$ cat src/rtl/wb_stage_pkg.sv
// Shared widths, source selects, load funct3 codes and FSM state encoding for wb_stage.
package wb_stage_pkg;

  localparam int CPU_WIDTH      = 32;
  localparam int REG_ADDR_WIDTH = 5;
  localparam int WB_SRC_WIDTH   = 1;

  localparam logic [WB_SRC_WIDTH-1:0] WB_SRC_ALU = 1'b0;
  localparam logic [WB_SRC_WIDTH-1:0] WB_SRC_MEM = 1'b1;

  localparam logic [2:0] LOAD_LB  = 3'b000;
  localparam logic [2:0] LOAD_LH  = 3'b001;
  localparam logic [2:0] LOAD_LW  = 3'b010;
  localparam logic [2:0] LOAD_LBU = 3'b100;
  localparam logic [2:0] LOAD_LHU = 3'b101;

  typedef enum logic {
    WB_IDLE     = 1'b0,
    WB_WAIT_MEM = 1'b1
  } wb_state_t;

endpackage

$ cat src/rtl/wb_stage_load_ext.sv
// load_ext: picks the byte/half lane of a load response and sign- or zero-extends it.
module load_ext
  import wb_stage_pkg::*;
(
  input  logic [CPU_WIDTH-1:0] mem_rsp_data,
  input  logic [1:0]           addr_lo,
  input  logic [2:0]           load_type,
  output logic [CPU_WIDTH-1:0] ext_data
);

  logic [7:0]  lane_byte;
  logic [15:0] lane_half;

  always_comb begin
    lane_byte = mem_rsp_data[7:0];
    case (addr_lo)
      2'd0: lane_byte = mem_rsp_data[7:0];
      2'd1: lane_byte = mem_rsp_data[15:8];
      2'd2: lane_byte = mem_rsp_data[23:16];
      2'd3: lane_byte = mem_rsp_data[31:24];
      default: lane_byte = mem_rsp_data[7:0];
    endcase
    lane_half = addr_lo[1] ? mem_rsp_data[31:16] : mem_rsp_data[15:0];
  end

  // Unlisted funct3 codes fall through to a full-word load.
  always_comb begin
    ext_data = mem_rsp_data;
    case (load_type)
      LOAD_LB:  ext_data = {{24{lane_byte[7]}}, lane_byte};
      LOAD_LBU: ext_data = {24'd0, lane_byte};
      LOAD_LH:  ext_data = {{16{lane_half[15]}}, lane_half};
      LOAD_LHU: ext_data = {16'd0, lane_half};
      default:  ext_data = mem_rsp_data;
    endcase
  end

endmodule

$ cat src/rtl/wb_stage.sv
// Writeback stage: registers ALU or extended load results onto the register-file write port.
// Optional WB_HAZARD_EN exposes the pending load destination on hz_vld/hz_addr.
module wb_stage
  import wb_stage_pkg::*;
(
  input  logic                      clk,
  input  logic                      rst_n,
  input  logic                      ex_vld,
  output logic                      ex_rdy,
  input  logic [WB_SRC_WIDTH-1:0]   ex_wb_src,
  input  logic                      ex_reg_wen,
  input  logic [REG_ADDR_WIDTH-1:0] ex_reg_waddr,
  input  logic [CPU_WIDTH-1:0]      ex_alu_res,
  input  logic [1:0]                ex_addr_lo,
  input  logic [2:0]                ex_load_type,
  input  logic                      mem_rsp_vld,
  input  logic [CPU_WIDTH-1:0]      mem_rsp_data,
  input  logic                      mem_rsp_err,
  output logic                      reg_wen,
  output logic [REG_ADDR_WIDTH-1:0] reg_waddr,
  output logic [CPU_WIDTH-1:0]      reg_wdata,
  output logic                      load_err,
  output logic                      hz_vld,
  output logic [REG_ADDR_WIDTH-1:0] hz_addr
);

  wb_state_t                 state_reg;
  logic                      ex_rdy_reg;
  logic                      reg_wen_reg;
  logic [REG_ADDR_WIDTH-1:0] reg_waddr_reg;
  logic [CPU_WIDTH-1:0]      reg_wdata_reg;
  logic                      load_err_reg;
  logic                      pend_wen_reg;
  logic [REG_ADDR_WIDTH-1:0] pend_waddr_reg;
  logic [1:0]                pend_addr_lo_reg;
  logic [2:0]                pend_load_type_reg;

  logic                      accept;
  logic                      load_accept;
  logic                      rsp_done;
  logic                      ex_writes_rd;
  logic [CPU_WIDTH-1:0]      load_data;

  assign accept       = (state_reg == WB_IDLE) && ex_vld && ex_rdy_reg;
  assign load_accept  = accept && (ex_wb_src == WB_SRC_MEM);
  assign rsp_done     = (state_reg == WB_WAIT_MEM) && mem_rsp_vld;
  assign ex_writes_rd = ex_reg_wen && (ex_reg_waddr != '0);

  load_ext u_load_ext (
    .mem_rsp_data (mem_rsp_data),
    .addr_lo      (pend_addr_lo_reg),
    .load_type    (pend_load_type_reg),
    .ext_data     (load_data)
  );

  // ex_rdy comes out of reset low and rises on the first clock in IDLE.
  always_ff @(posedge clk or negedge rst_n) begin
    if (!rst_n) begin
      state_reg          <= WB_IDLE;
      ex_rdy_reg         <= 1'b0;
      reg_wen_reg        <= 1'b0;
      reg_waddr_reg      <= '0;
      reg_wdata_reg      <= '0;
      load_err_reg       <= 1'b0;
      pend_wen_reg       <= 1'b0;
      pend_waddr_reg     <= '0;
      pend_addr_lo_reg   <= '0;
      pend_load_type_reg <= '0;
    end else begin
      reg_wen_reg  <= 1'b0;
      load_err_reg <= 1'b0;
      case (state_reg)
        WB_IDLE: begin
          ex_rdy_reg <= 1'b1;
          if (load_accept) begin
            state_reg          <= WB_WAIT_MEM;
            ex_rdy_reg         <= 1'b0;
            pend_wen_reg       <= ex_writes_rd;
            pend_waddr_reg     <= ex_reg_waddr;
            pend_addr_lo_reg   <= ex_addr_lo;
            pend_load_type_reg <= ex_load_type;
          end else if (accept && ex_writes_rd) begin
            reg_wen_reg   <= 1'b1;
            reg_waddr_reg <= ex_reg_waddr;
            reg_wdata_reg <= ex_alu_res;
          end
        end
        WB_WAIT_MEM: begin
          if (rsp_done) begin
            state_reg  <= WB_IDLE;
            ex_rdy_reg <= 1'b1;
            if (mem_rsp_err) begin
              load_err_reg <= 1'b1;
            end else if (pend_wen_reg) begin
              reg_wen_reg   <= 1'b1;
              reg_waddr_reg <= pend_waddr_reg;
              reg_wdata_reg <= load_data;
            end
          end
        end
        default: state_reg <= WB_IDLE;
      endcase
    end
  end

`ifdef WB_HAZARD_EN
  logic                      hz_vld_reg;
  logic [REG_ADDR_WIDTH-1:0] hz_addr_reg;

  always_ff @(posedge clk or negedge rst_n) begin
    if (!rst_n) begin
      hz_vld_reg  <= 1'b0;
      hz_addr_reg <= '0;
    end else if (load_accept) begin
      hz_vld_reg  <= ex_writes_rd;
      hz_addr_reg <= ex_writes_rd ? ex_reg_waddr : '0;
    end else if (rsp_done) begin
      hz_vld_reg  <= 1'b0;
      hz_addr_reg <= '0;
    end
  end

  assign hz_vld  = hz_vld_reg;
  assign hz_addr = hz_addr_reg;
`else
  assign hz_vld  = 1'b0;
  assign hz_addr = '0;
`endif

  assign ex_rdy    = ex_rdy_reg;
  assign reg_wen   = reg_wen_reg;
  assign reg_waddr = reg_waddr_reg;
  assign reg_wdata = reg_wdata_reg;
  assign load_err  = load_err_reg;

endmodule

$ cat config.mk
export PLATFORM = sky130hd
export DESIGN_NAME = wb_stage
export DESIGN_NICKNAME = d
export VERILOG_FILES = /design/src/rtl/wb_stage_pkg.sv /design/src/rtl/wb_stage_load_ext.sv /design/src/rtl/wb_stage.sv
export SDC_FILE = /design/constraint.sdc
export NUM_CORES = 1
export LEC_CHECK = 0
export CAP_MARGIN = 20
export CORE_AREA = 5 5 92 94
export DETAILED_ROUTE_END_ITERATION = 10
export DIE_AREA = 0 0 97 99
export PLACE_DENSITY = 0.88
export SYNTH_ARGS = -nofsm -noshare
export SYNTH_HDL_FRONTEND = slang
export SYNTH_HIERARCHICAL = 1
export SYNTH_SLANG_ARGS = --single-unit
$ cat constraint.sdc
create_clock -name clk -period 2.3 [get_ports clk]
set_input_delay 0.23 -clock clk [delete_from_list [all_inputs] [get_ports clk]]
set_output_delay 0.23 -clock clk [all_outputs]
set_load 0.02 [all_outputs]
==> impl_results.md <==
- Status: finished clean
- Total via count after detailed routing: 2529
- Post-synthesis async set-or-reset flop share: 100%
- Count of state elements after synthesis: 52
- Final layout net count: 478
- Destination of the worst register-to-register timing path: reg_wdata[24]
- Vias/cell: 5.07
- Depth of the most critical reg-to-reg path: 7
- Post-synthesis instance area: 3190 um^2
- Number of instances in the synthesized netlist: 276
- Last weighted congestion value of the routability-driven placer: 0.845
- Worst-case headroom to the max-slew limit: 64.1%
- Mean cell area of the mapped netlist: 11.5 um^2
- Total count of max-transition violations in the final report: 0
- N_diodes: 0
- Total grt overflow: 0
- M2 GR Usage: 30.8%
- Dpl cells: 491
- Arrival time at the worst endpoint: 2.34 ns
- CTS root buf: clkbuf_8
- Critical path endpoint category: flip-flop
- Maximum count of clock buffers along a single path: 2
- Largest driver fanout on the critical path: 22
- Pwr Density: 1020 nW/um^2
- Startpoint kind of the worst setup timing path: flip-flop
- GRT Resource Usage Total: 18.3%
- H-tree depth: 2
- Width of the die: 97 um
- Wirelength per Cell: 17.7 um
- Number of buffers added on ports: 120
- Worst setup path start: pend_addr_lo_reg[1]
- Die Span Y: 99 um
- Part of the Yosys area used for sequential elements: 40.8%
- Number of antenna violations at the first check in global routing: 0
- M1 GR Usage: 21.9%
- Final setup violating endpoints: 0
- Worst setup path category: flip-flop to flip-flop
- Fraction of final layout cells with drive strength greater than 1: 28.2%
- Total clock buffers created by CTS: 5
- Wire length of the first global-routing pass: 14100 um
- Fin cells: 499
- Initial core utilization: 42.1%
- R2r setup slk: 0.21 ns
- Half-perimeter wire length after placement: 6940 um
- Count of buffers added by post-CTS timing repair for setup: 0
- Number of top-level pins: 127
- Path category of the worst min-delay check: input port to asynchronous set/reset pin
- Worst Tran Pin Value: 0.538 ns
- Synth warnings: 6
- Setup repair after global routing missed its margin: no
- Max-capacitance violation count: 0
- Violation count after the first detailed-routing iteration: 156
- Total die area: 9600 um^2
- Number of flip-flops in the largest register: 32
- Max Freq: 479 MHz
- Total number of clock tree sinks: 52
- Setup clock skew after layout: 0.00938 ns
- Number of hold violations in the final report: 0
- Top_reg_cell synth: dfrtp_1
- Finished Core Util: 60.6%
- Via count of the first global-routing pass: 2716
- Number of hold buffers added after CTS: 1
- Unique masters post-synth: 35
- Pin count of the biggest net entering global routing: 42
- LEAKAGE: 0.00202 uW
- Endpoint of the worst setup timing path: reg_wdata[24]
- Worst reg2reg path startpoint: pend_addr_lo_reg[1]
- Global Route met3 Usage: 6.94%
- Clock Latency Late Sink: 0.30 ns
- Maximum ir drop on the vdd rail: 596 uV
- CTS tree: done
- Period utilisation layout: 90.8%
- Fin crit period: 2.09 ns
- Count of flip-flops with a built-in enable after synthesis: 0
- Site Rows: 32
- Final routed DRC violation total: 0
- Fillcell total: 617
- CORE AREA: 7570 um^2
- Detailed-route wire length: 8840 um
- Area added between synthesis and finish: 43.9%
- Layer with the highest usage after global routing: met2
- First-pass detailed-route iteration total: 4
- PostCTS Resize Cnt: 0
- Number of antenna-violating nets in the routed design: 0
- Clock transition at the registers of the reported paths: 0.10 ns
- Required time at the endpoint of the critical path: 2.55 ns
worst max-delay path, cell delays in order, from the launching register on:
cell and delay, ns:
dfrtp_1 0.40, buf_4 0.21, mux2i_1 0.14, or4_4 0.44, o22ai_4 0.39, a21o_1 0.15, mux2_2 0.16, mux2_4 0.14
cells in the mapped netlist, drive strengths merged (2+ instances only):
master  instances  area share (%)
inv             2            0.24
a22oi           7             1.6
nand2b          8             1.6
a21oi           2            0.31
nand4b          2            0.55
nor2            3            0.35
nor2b           3            0.59
a21o           17             4.0
dfrtp          52              41
clkbuf         12             1.4
or4             2            0.59
mux2           84              32
nand2          38             4.5
buf            14             3.7
o21ai          11             2.0
a221o           8             2.5
logic make-up (layout without fill, tap and decap cells):
logic type | Yosys count | after routing | share of synthesized area, %
compound gates | 50 | 50 | 12.0
buf+inv | 28 | 144 | 5.30
simple gates | 59 | 59 | 8.80
mux | 86 | 86 | 32.9
flops | 52 | 52 | 40.8
other cells | 1 | 6 | 0.118
metal layers:
layer  wire length (um)  vias to the layer above
li1                   -                     1225
met1               3720                     1194
met2               4280                       95
met3                683                       15
met4                157                        0
met5                  0                        -
where the power goes:
group	switching (uW)	total [uW]	leakage [uW]	internal [uW]
combinational	1180	2620	0.00135	1440
sequential	224	1520	0.000621	1300
clock	303	510	0.0000400	207
total	1710	4660	0.00202	2950
cell type report:
type                            instances  area, um^2  area share, %
Multi-Input combinational cell        201        1740           38.0
Timing Repair Buffer                  135        1320           28.9
Sequential cell                        52        1300           28.4
Tap cell                              102         128           2.78
Clock buffer                            5        68.8           1.50
Clock inverter                          2        12.5          0.273
Inverter                                2        7.51          0.164
cells in the final DEF (no fill, tap or decap), drive strengths merged, types with 2 or more instances in the layout:
cell	instances
clkdlybuf4s50	119
or4	2
clkbuf	5
nand2b	8
conb	6
inv	2
o21ai	11
nor2	3
buf	15
a21oi	2
a221o	8
a22oi	7
a21o	17
nor2b	3
nand4b	2
nand2	38
mux2	84
dfrtp	52
per-stage QoR:
step           hold WS, ns  setup TNS [ns]  area [um^2]  setup slack [ns]  power (uW)
6_report             0.411               0         4590             0.212        4660
2_1_floorplan      -0.0656               0         3210             0.192        3050
5_1_grt              0.456               0         4590             0.120        4940
4_1_cts              0.410               0         4590             0.213        4710
3_5_place_dp         0.213          -0.571         4490           -0.0858        4170
3_3_place_gp         0.206          -0.239         4490           -0.0327        4110
how the worst min path moves through the flow:
stage	endpoint	cells past startpoint	slack (ns)
final	reg_wdata[23]	2	0.41
after global routing	reg_wdata[17]	2	0.46
after CTS	reg_wdata[18]	2	0.41
after detailed placement	reg_wdata[18]	1	0.21
after global placement	reg_wdata[18]	1	0.21
after floorplan	ex_rdy	0	-0.07
Power figures use the tool's default switching activity.
